--- src/rtl/idex_alu_stage.sv ---
// ID/EX pipeline register feeding the 32-bit ALU.
// Decodes the ALU control line, forwards operands and flags load-use hazards.
module idex_alu_stage #(
   parameter int DW = 32,
   parameter int RW = 5
) (
   input  logic          clk,
   input  logic          reset,
   input  logic          stall,
   input  logic          flush,
   input  logic          id_valid,
   input  logic [DW-1:0] id_rs_data,
   input  logic [DW-1:0] id_rt_data,
   input  logic [15:0]   id_imm16,
   input  logic [RW-1:0] id_rs,
   input  logic [RW-1:0] id_rt,
   input  logic [RW-1:0] id_rd,
   input  logic [4:0]    id_shamt,
   input  logic [5:0]    id_funct,
   input  logic [1:0]    id_aluop,
   input  logic          id_alusrc,
   input  logic          id_regdst,
   input  logic          id_regwrite,
   input  logic          id_memread,
   input  logic          id_memwrite,
   input  logic          id_memtoreg,
   input  logic          exmem_regwrite,
   input  logic [RW-1:0] exmem_rd,
   input  logic [DW-1:0] exmem_result,
   input  logic          memwb_regwrite,
   input  logic [RW-1:0] memwb_rd,
   input  logic [DW-1:0] memwb_result,
   output logic          ex_valid,
   output logic [DW-1:0] alu_a,
   output logic [DW-1:0] alu_b,
   output logic [2:0]    alu_gin,
   output logic [DW-1:0] ex_store_data,
   output logic [RW-1:0] ex_wr_reg,
   output logic          ex_regwrite,
   output logic          ex_memread,
   output logic          ex_memwrite,
   output logic          ex_memtoreg,
   output logic          ex_illegal,
   output logic          load_use_stall
);

   localparam logic [2:0] GIN_AND = 3'b000;
   localparam logic [2:0] GIN_OR  = 3'b001;
   localparam logic [2:0] GIN_ADD = 3'b010;
   localparam logic [2:0] GIN_SUB = 3'b110;
   localparam logic [2:0] GIN_SLT = 3'b111;
   localparam logic [2:0] GIN_SLL = 3'b101;

   logic          valid_q,    valid_d;
   logic [DW-1:0] rs_data_q,  rs_data_d;
   logic [DW-1:0] rt_data_q,  rt_data_d;
   logic [DW-1:0] imm_q,      imm_d;
   logic [RW-1:0] rs_q,       rs_d;
   logic [RW-1:0] rt_q,       rt_d;
   logic [RW-1:0] wr_q,       wr_d;
   logic [4:0]    shamt_q,    shamt_d;
   logic [2:0]    gin_q,      gin_d;
   logic          alusrc_q,   alusrc_d;
   logic          sll_q,      sll_d;
   logic          regwrite_q, regwrite_d;
   logic          memread_q,  memread_d;
   logic          memwrite_q, memwrite_d;
   logic          memtoreg_q, memtoreg_d;
   logic          illegal_q,  illegal_d;

   logic [2:0]    dec_gin;
   logic          dec_ill;
   logic          dec_sll;
   logic [DW-1:0] dec_imm;
   logic [DW-1:0] rs_fwd;
   logic [DW-1:0] rt_fwd;
   logic          bubble;

   // ALU control line and immediate form for the instruction sitting in ID
   always_comb begin
      dec_gin = GIN_ADD;
      dec_ill = 1'b0;
      dec_sll = 1'b0;
      unique case (id_aluop)
         2'b00: dec_gin = GIN_ADD;
         2'b01: dec_gin = GIN_SUB;
         2'b11: dec_gin = GIN_OR;
         default: begin
            unique case (id_funct)
               6'b100000: dec_gin = GIN_ADD;
               6'b100010: dec_gin = GIN_SUB;
               6'b100100: dec_gin = GIN_AND;
               6'b100101: dec_gin = GIN_OR;
               6'b101010: dec_gin = GIN_SLT;
               6'b000000: begin
                  dec_gin = GIN_SLL;
                  dec_sll = 1'b1;
               end
               default: dec_ill = 1'b1;
            endcase
         end
      endcase
      if (id_aluop == 2'b11)
         dec_imm = {{(DW-16){1'b0}}, id_imm16};
      else
         dec_imm = {{(DW-16){id_imm16[15]}}, id_imm16};
   end

   // A lw still in EX whose target is read by ID must bubble one cycle
   assign load_use_stall = valid_q && memread_q && (wr_q != '0)
                           && id_valid
                           && ((wr_q == id_rs) || (wr_q == id_rt));

   assign bubble = flush || (!stall && load_use_stall);

   // Next-state: bubble, hold, or capture the ID instruction
   always_comb begin
      valid_d    = valid_q;
      rs_data_d  = rs_data_q;
      rt_data_d  = rt_data_q;
      imm_d      = imm_q;
      rs_d       = rs_q;
      rt_d       = rt_q;
      wr_d       = wr_q;
      shamt_d    = shamt_q;
      gin_d      = gin_q;
      alusrc_d   = alusrc_q;
      sll_d      = sll_q;
      regwrite_d = regwrite_q;
      memread_d  = memread_q;
      memwrite_d = memwrite_q;
      memtoreg_d = memtoreg_q;
      illegal_d  = illegal_q;
      if (bubble) begin
         valid_d    = 1'b0;
         rs_data_d  = '0;
         rt_data_d  = '0;
         imm_d      = '0;
         rs_d       = '0;
         rt_d       = '0;
         wr_d       = '0;
         shamt_d    = '0;
         gin_d      = GIN_ADD;
         alusrc_d   = 1'b0;
         sll_d      = 1'b0;
         regwrite_d = 1'b0;
         memread_d  = 1'b0;
         memwrite_d = 1'b0;
         memtoreg_d = 1'b0;
         illegal_d  = 1'b0;
      end else if (!stall) begin
         valid_d    = id_valid;
         rs_data_d  = id_rs_data;
         rt_data_d  = id_rt_data;
         imm_d      = dec_imm;
         rs_d       = id_rs;
         rt_d       = id_rt;
         wr_d       = id_regdst ? id_rd : id_rt;
         shamt_d    = id_shamt;
         gin_d      = dec_gin;
         alusrc_d   = id_alusrc;
         sll_d      = dec_sll;
         regwrite_d = id_regwrite && !dec_ill;
         memread_d  = id_memread;
         memwrite_d = id_memwrite;
         memtoreg_d = id_memtoreg;
         illegal_d  = id_valid && dec_ill;
      end
   end

   // Stage registers; reset lands in the bubble state
   always_ff @(posedge clk or posedge reset) begin
      if (reset) begin
         valid_q    <= 1'b0;
         rs_data_q  <= '0;
         rt_data_q  <= '0;
         imm_q      <= '0;
         rs_q       <= '0;
         rt_q       <= '0;
         wr_q       <= '0;
         shamt_q    <= '0;
         gin_q      <= GIN_ADD;
         alusrc_q   <= 1'b0;
         sll_q      <= 1'b0;
         regwrite_q <= 1'b0;
         memread_q  <= 1'b0;
         memwrite_q <= 1'b0;
         memtoreg_q <= 1'b0;
         illegal_q  <= 1'b0;
      end else begin
         valid_q    <= valid_d;
         rs_data_q  <= rs_data_d;
         rt_data_q  <= rt_data_d;
         imm_q      <= imm_d;
         rs_q       <= rs_d;
         rt_q       <= rt_d;
         wr_q       <= wr_d;
         shamt_q    <= shamt_d;
         gin_q      <= gin_d;
         alusrc_q   <= alusrc_d;
         sll_q      <= sll_d;
         regwrite_q <= regwrite_d;
         memread_q  <= memread_d;
         memwrite_q <= memwrite_d;
         memtoreg_q <= memtoreg_d;
         illegal_q  <= illegal_d;
      end
   end

   // rs forwarding: EX/MEM beats MEM/WB, $0 is never forwarded
   always_comb begin
      if (exmem_regwrite && (exmem_rd != '0) && (exmem_rd == rs_q))
         rs_fwd = exmem_result;
      else if (memwb_regwrite && (memwb_rd != '0) && (memwb_rd == rs_q))
         rs_fwd = memwb_result;
      else
         rs_fwd = rs_data_q;
   end

   // rt forwarding: same priority as rs
   always_comb begin
      if (exmem_regwrite && (exmem_rd != '0) && (exmem_rd == rt_q))
         rt_fwd = exmem_result;
      else if (memwb_regwrite && (memwb_rd != '0) && (memwb_rd == rt_q))
         rt_fwd = memwb_result;
      else
         rt_fwd = rt_data_q;
   end

   // sll shifts rt by shamt, so both operands are swapped in
   always_comb begin
      if (sll_q) begin
         alu_a = rt_fwd;
         alu_b = {{(DW-5){1'b0}}, shamt_q};
      end else begin
         alu_a = rs_fwd;
         alu_b = alusrc_q ? imm_q : rt_fwd;
      end
   end

   assign alu_gin       = gin_q;
   assign ex_store_data = rt_fwd;
   assign ex_wr_reg     = wr_q;
   assign ex_valid      = valid_q;
   assign ex_regwrite   = valid_q && regwrite_q;
   assign ex_memread    = valid_q && memread_q;
   assign ex_memwrite   = valid_q && memwrite_q;
   assign ex_memtoreg   = valid_q && memtoreg_q;
   assign ex_illegal    = illegal_q;

endmodule

--- config.mk ---
export PLATFORM = sky130hd
export DESIGN_NAME = idex_alu_stage
export DESIGN_NICKNAME = d
export VERILOG_FILES = /design/src/rtl/idex_alu_stage.sv
export SDC_FILE = /design/constraint.sdc
export NUM_CORES = 1
export LEC_CHECK = 0
export BUFFER_PORTS_ARGS = -buffer_cell sky130_fd_sc_hd__buf_2
export CORE_ASPECT_RATIO = 1.75
export CORE_MARGIN = 5
export CORE_UTILIZATION = 35
export CTS_CLUSTER_SIZE = 25
export DETAILED_ROUTE_END_ITERATION = 10
export GPL_ROUTABILITY_DRIVEN = 0
export PLACE_DENSITY = 0.73
export SLEW_MARGIN = 15
export SYNTH_ARGS = -nofsm -noshare
export SYNTH_HDL_FRONTEND = slang
export SYNTH_SLANG_ARGS = --single-unit
export TNS_END_PERCENT = 10
--- constraint.sdc ---
create_clock -name clk -period 9.8 [get_ports clk]
set_clock_uncertainty 0.15 [all_clocks]
set_input_delay 0.49 -clock clk [delete_from_list [all_inputs] [get_ports clk]]
set_output_delay 0.49 -clock clk [all_outputs]
set_load 0.03 [all_outputs]
==> summary.txt, run 1 <==
GRT
  • GRT Total Usage: a little under a quarter
  • Global route overflow: 0
  • First-pass GRT wire length: ~45 mm
  • Initial antenna violation count: 7
  • Largest net degree at the start of global routing: 75
  • Vias in the first global route: 8011

STA
  • Post-route setup TNS: 0 ps
  • # setup viols final: 0
  • Max_slew headroom: 28.0%
  • Worst setup slack after layout: 5730 ps
  • Period minus WS final: just over 4000 ps
  • Final Hold Vio Count: 0
  • Max Fclk: 246 MHz
  • Least-Margin Pin Slew: roughly 1100 ps
  • Period utilization: 41.5%
  • Slew Limit Fails: 0
  • RSZ-0062 raised after global routing: false

Critical path
  • CP Capture Type: primary output
  • FF-to-FF setup slack: around 6300 ps
  • Req. time, crit path: 9160 ps
  • Critical path launch point type: input pin
  • Setup CP Type: in -> out
  • Worst Reg2Reg Path Length in Cells: 5
  • WP data arrival: 3430 ps
  • Reg2reg end: rs_data_q[14]
  • FF-to-FF Start: ex_wr_reg[0]
  • Max FO, Critical Path: 41

Clocking
  • CTS tree: built
  • Clk Latency, worst-skew pair: ~360 ps
  • Post-cts hold buffer count: 0
  • CTS max path bufs: 2
  • Worst-path clk slew: ~80 ps
  • CTS root buffer: clkbuf_16
  • H-tree levels: 3
  • Clock sinks: 112
  • # Post-CTS Setup Buffers: 0
  • Total CTS buffers: 9
  • CTS resizes: 0

Yosys
  • Mapped cell area: 7310 um^2
  • Commonest register cell after synthesis: dfrtp_1
  • FFs w/ async S/R, synth: 100%
  • Yosys reg bits: ~110
  • Synth Warn #: 0
  • Most common cell in the netlist: dfrtp_1
  • Synth cell types: 56
  • Post-Syn Nets: 958
  • Mean Syn Cell Area: 9.58 um^2
  • Top cells by area, synth: dfrtp_1 (38%), a22o_1 (13%), a211oi_1 (5.6%), o21ai_0 (3.7%), and4_1 (3.6%)
  • Cell taking the most area after synthesis: dfrtp_1
  • EDFF count, synth: 0
  • Mapped Cells: 763
  • Leading cell types by count after synthesis: dfrtp_1 (111), a22o_1 (105), nor2_1 (66)
  • Sequential fraction of the synthesis area: 38.3%
  • Area share of the largest cell type after synthesis: 38.0%

Outcome
  • Status: finished, final reports clean

Layout
  • Area grow syn2layout: 26.9%
  • Layout cell share with drive strength beyond 1: 35.7%
  • Top Registers: rs_data_q (32), rt_data_q (32), imm_q (17)
  • Final non-filler cell area: slightly above 9000 um^2
  • Nets@finish: 1210
  • Area occupied by multi-input gates: 4150 um^2
  • FF+latch area: approximately 2800 um^2
  • Fillcell total: approximately 2100

Pwr
  • Leak Pwr: between 4 and 5 nW
  • Tot Pwr: 1.27 mW
  • P per Cell Area: between 100 and 150 nW/um^2
  • VDD IR max: 0.115 mV

Detailed routing
  • Drt initial violations: 620
  • Vias per inst: 6.22
  • Via Count: 7955
  • Routed Antenna Nets: 0
  • WL per Instance: between 20 and 25 um
  • Drt pass-1 iters: 7
  • DRC viols: 0
  • Routed WL: 30.1 mm

Die
  • DIE HEIGHT: 201 um
  • Chip Width: between 100 and 150 um
  • Core area: 20800 um^2
  • I/O Pins: 306
  • Initial Util: a little over a third
  • FP Rows: 70
  • Die area: 24000 um^2

Worst hold path
  • HP Class: in -> async

Placed design
  • Dpl hpwl: 21.7 mm
  • Area post-placement: 8930 um^2
  • IO buf count: between 300 and 400
  • Post-Place Setup Slack: about 5800 ps

Flow run
  • Max-cap violations: 0
## cell families (layout without fill, tap and decap cells)
| family | count (synthesis) | in the layout | synth area share, % |
|---|---|---|---|
| AO/OA/AOI/OAI | 356 | 356 | 37.0 |
| AND/OR/NAND/NOR | 152 | 152 | 11.4 |
| flip-flops | 112 | 112 | 38.3 |
| buffers and inverters | 84 | 341 | 5.56 |
| XOR/XNOR | 30 | 30 | 3.59 |
| multiplexers | 29 | 29 | 4.05 |
| other | 0 | 7 | 0 |
## power breakdown
group / internal [mW] / total (mW) / leakage, nW / switching [mW]
clock network: 0.241 / 0.423 / 0.167 / 0.182
logic: 0.118 / 0.342 / 2.71 / 0.224
registers: 0.487 / 0.509 / 1.49 / 0.0218
## critical path, stage by stage
cell and delay, ps:
buf_2 120, or4_4 540, o211ai_2 320, or2_2 790, nand2_2 570, o21ai_1 320, buf_2 240
## worst max-delay path by stage
stage	start	slack, ps	endpoint	depth (start not counted)
final	exmem_rd[1]	5730	alu_b[12]	7
after global routing	exmem_rd[1]	5560	alu_b[10]	7
after CTS	exmem_rd[1]	5770	alu_b[10]	7
after detailed placement	exmem_rd[1]	5760	alu_b[10]	7
after global placement	exmem_rd[1]	5830	alu_b[10]	7
after floorplan	reset	6200	alu_gin[0]	1
## metal layers
layer / vias to the layer above / wire length [um] / part of all wire [%] / GRT usage (%)
met5: - / 0 / 0 / 0
met4: 0 / 1670 / 5.5 / 14.9
met3: 107 / 2100 / 7.0 / 4.39
met2: 465 / 15400 / 51 / 41.5
met1: 3839 / 11000 / 36 / 26.8
li1: 3544 / - / - / -
## area by class of cell
| class | instances | area share [%] |
|---|---|---|
| clock inverters | 5 | 0.930 |
| flip-flops and latches | 112 | 30.2 |
| clock buffers | 11 | 2.72 |
| diodes | 7 | 0.189 |
| multi-input cells | 567 | 44.7 |
| well taps | 252 | 3.40 |
| repair buffers | 320 | 17.7 |
| inverters | 5 | 0.229 |
## cell usage in the layout, fill, tap and decap left out, types with 29 or more instances in the layout
cell | netlist | final
buf_2 | 18 | 305
xnor2_1 | 30 | 30
dfrtp_1 | 111 | 111
o32ai_1 | 29 | 29
a21boi_0 | 30 | 30
nor2_1 | 66 | 62
and4_1 | 30 | 30
o21ai_0 | 54 | 54
a22o_1 | 105 | 105
a211oi_1 | 55 | 55
## per-stage QoR
| stage | hold WS [ps] | utilization (%) | cells |
|---|---|---|---|
| floorplan | 308 | - | 763 |
| CTS | 108 | 44.6 | 1272 |
| global route | 148 | 44.7 | 1279 |
| finish | 97.7 | 44.7 | 1279 |
| detailed placement | 315 | 43.0 | 1256 |
| global placement | 319 | 43.0 | 1256 |
(Power assumes the default switching activity.)
==> inputs of run 2 (changes only) <==
- ABC_AREA: not set -> 1
- clock period: 9.8 -> 4 ns (I/O delays scaled with it)
==> run 2 against run 1 <==
Die area grew 4.5%. Critical path depth rose by 3. First-iteration DRC count grew 22%. Register-to-register slack worse by 4600 ps. Flip-flop and latch count unchanged. Utilization up 4.7 points. Routed wire length up 3.9%. Critical path type is now reg -> out. Largest power group unchanged. Highest routed layer is now met5.
==> summary.txt, run 2 <==
Pwr
  • VDD IR max: 0.192 mV (+66%)
  • Tot Pwr: 3.12 mW (+140%)
  • Leak Pwr: 6.27 nW (+44%)
  • P per Cell Area: 293 nW/um^2 (+110%)

Clocking
  • H-tree levels: 3 (unchanged)
  • CTS resizes: 0 (unchanged)
  • CTS tree: built
  • CTS max path bufs: 2 (unchanged)
  • Total CTS buffers: 9 (unchanged)
  • Clk Latency, worst-skew pair: 360 ps (about the same)
  • Clock sinks: 112 (unchanged)
  • CTS root buffer: clkbuf_16
  • # Post-CTS Setup Buffers: 0 (unchanged)
  • Worst-path clk slew: 70 ps (about the same)

STA
  • Slew Limit Fails: 0 (unchanged)
  • Worst setup slack after layout: 798 ps (-4940 ps)
  • Period utilization: 80.1%
  • RSZ-0062 raised after global routing: false
  • Hold slack final: 19.2 ps (-78.5 ps)
  • Period minus WS final: 3200 ps
  • Post-route setup TNS: 0 ps (unchanged)
  • Max Fclk: 312 MHz
  • Least-Margin Pin Slew: 1060 ps (-15.2 ps)
  • # setup viols final: 0 (unchanged)
  • Final Hold Vio Count: 0 (unchanged)
  • Max_slew headroom: 29.1% (+1.1 points)

Yosys
  • Area share of the largest cell type after synthesis: 36.2% (-1.8 points)
  • Synth cell types: 38 (-32%)
  • Mean Syn Cell Area: 6.35 um^2 (-34%)
  • FFs w/ async S/R, synth: 100% (unchanged)
  • Top cells by area, synth: dfrtp_1 (36%), nand2_1 (30%), nand3_1 (11%), inv_1 (3.2%), nor2_1 (2.7%)
  • Yosys reg bits: 112 (unchanged)
  • Commonest register cell after synthesis: dfrtp_1
  • Post-Syn Nets: 1403 (+46%)
  • EDFF count, synth: 0 (unchanged)
  • Sequential fraction of the synthesis area: 36.6% (-1.8 points)
  • Synth Warn #: 0 (unchanged)
  • Mapped cell area: 7670 um^2 (+4.9%)
  • Most common cell in the netlist: nand2_1
  • Cell taking the most area after synthesis: dfrtp_1
  • Mapped Cells: 1208 (+58%)
  • Leading cell types by count after synthesis: nand2_1 (615), nand3_1 (174), dfrtp_1 (111)

GRT
  • Largest net degree at the start of global routing: 104 (+39%)
  • First-pass GRT wire length: 48.4 mm (+7.7%)
  • GRT Total Usage: 24.7% (+0.78 points)
  • Initial antenna violation count: 1 (-6)
  • Global route overflow: 0 (unchanged)
  • Vias in the first global route: 9847 (+23%)

Critical path
  • Max FO, Critical Path: 33 (-20%)
  • Req. time, crit path: 3650 ps (-5510 ps)
  • Critical path launch point type: flip-flop
  • Critical path's slowest cell: nand2_2
  • Buf/Inv on CP: 2 (unchanged)
  • CP Capture Type: primary output
  • Top Family by Delay on Critical Path: simple AND/OR/NAND/NOR gates
  • Setup CP Type: reg -> out
  • WP data arrival: 2850 ps (-580 ps)
  • CP dominant cell by count: nand2_1
  • Slowest cell delay on critical path: 610 ps (-180 ps)
  • CP cell instances: xnor2_1 > nand2_1 > nor3_4 > buf_4 > nand2_2 > nand2_1 > nand3_1 > nand3_1 > nand2_1 > buf_2

Die
  • Initial Util: 35.5% (+0.29 points)
  • FP Rows: 71 (+1.4%)
  • Chip Width: 122 um (+2.2%)
  • DIE HEIGHT: 206 um (+2.3%)
  • Die area: 25100 um^2 (+4.5%)
  • I/O Pins: 306 (unchanged)
  • Core area: 21600 um^2 (+4.0%)

Detailed routing
  • Drt pass-1 iters: 5 (-2)
  • Routed Antenna Nets: 0 (unchanged)
  • Vias per inst: 5.02 (-19%)
  • Drt initial violations: 755 (+22%)
  • Routed WL: 31.3 mm (+3.9%)
  • WL per Instance: 16.7 um (-29%)
  • Via Count: 9403 (+18%)
  • DRC viols: 0 (unchanged)

Layout
  • Most frequent cells in the layout: nand2_1 (614), buf_2 (305), nand3_1 (174), dfrtp_1 (110), dlygate4sd3_1 (104)
  • Nets@finish: 1767 (+46%)
  • Most common cell after layout, fill and taps aside: nand2_1
  • Top Registers: rs_data_q (32), rt_data_q (32), imm_q (17)
  • Non-Filler Instances: 1872 (+46%)
  • Area grow syn2layout: 39.0%
  • Fillcell total: 2117 (+3.1%)
  • Layout cell share with drive strength beyond 1: 24.4% (-11 points)

Flow run
  • Max-cap violations: 0 (unchanged)

Outcome
  • Status: finished, final reports clean

Placed design
  • Cells after DPL: 1749 (+39%)
  • Dpl hpwl: 21.1 mm (-2.9%)
  • IO buf count: 305 (unchanged)
  • Post-Place Setup Slack: 1230 ps (-4530 ps)

Worst hold path
  • HP Class: in -> reg
## run 2: changes by cell type in the layout (fill, tap and decap cells not counted), moves of 30 or more
cell	before	now
dlygate4sd3_1	0	104
and4_1	30	0
o21ai_0	54	5
a211oi_1	55	1
nand3_1	7	174
a22o_1	105	0
nand2_1	11	614
a21boi_0	30	0
inv_1	3	62
## run 2: cells by family after synthesis
family                    Yosys count  share of synthesized area, %
and+or+nand+nor                   903                          49.9
muxes                               4                         0.587
DFF                               112                          36.6
AOI/OAI and AO/OA                  30                          2.09
buffers and inverters             135                          8.09
xor gates and xnor gates           24                          2.74
## run 2: timing repair
item	4_1_cts	5_1_grt
hold buffers	104	0
endpoints found under the hold margin	158	0
setup endpoints to repair	0	0
## run 2: routing by layer
metal | routed length [um] | GRT usage, % | share of wire [%] | up-vias
met5 | 13 | 0 | 0.042 | -
met4 | 1920 | 16.4 | 6.1 | 2
met3 | 2340 | 4.84 | 7.5 | 136
met2 | 15500 | 43.3 | 50 | 525
met1 | 11500 | 26.6 | 37 | 4256
li1 | - | - | - | 4484
## run 2: worst register-to-register path: stages (launching register included)
cell	delay, ps
dfrtp_1	460
nor3_1	270
nand2_1	110
nand3_1	80
inv_1	40
nand2_1	80
nand2_2	130
nor2_4	130
buf_12	390
nand2_1	210
nand2_1	90
## run 2: final timing paths
path / to / slack (ps) / cells after the start / startpoint
hold reg to reg: alu_gin[1] / 320 / 2 / alu_gin[1]
setup reg to reg: rs_data_q[12] / 1790 / 10 / ex_wr_reg[1]
max in group asynchronous: alu_gin[1] / 2460 / 4 / reset
min in group asynchronous: shamt_q[4] / 400 / 3 / reset
setup / recovery: alu_a[25] / 800 / 10 / rs_q[1]
hold / removal: ex_wr_reg[2] / 20 / 4 / id_rd[2]
## run 2: where the power goes
part,switching (mW),internal [mW],total [mW]
clock network,0.441,0.489,0.930
registers,0.0472,1.20,1.24
logic,0.605,0.341,0.946
total,1.09,2.03,3.12
## run 2: final cells by class
type | instances | area (um^2) | area share [%]
Multi-Input combinational cell | 961 | 4250 | 39.9
Sequential cell | 112 | 2810 | 26.3
Timing Repair Buffer | 419 | 2670 | 25.0
Tap cell | 292 | 365 | 3.43
Inverter | 69 | 263 | 2.47
Clock buffer | 10 | 229 | 2.15
Clock inverter | 6 | 67.6 | 0.634
Antenna cell | 3 | 7.51 | 0.0704
## run 2: through the flow
step                      instance area (um^2)  util (%)
after floorplan                           7670         -
after global placement                    9310      43.1
after detailed placement                  9310      43.1
after CTS                                10700      49.3
after global routing                     10700      49.3
final                                    10700      49.4
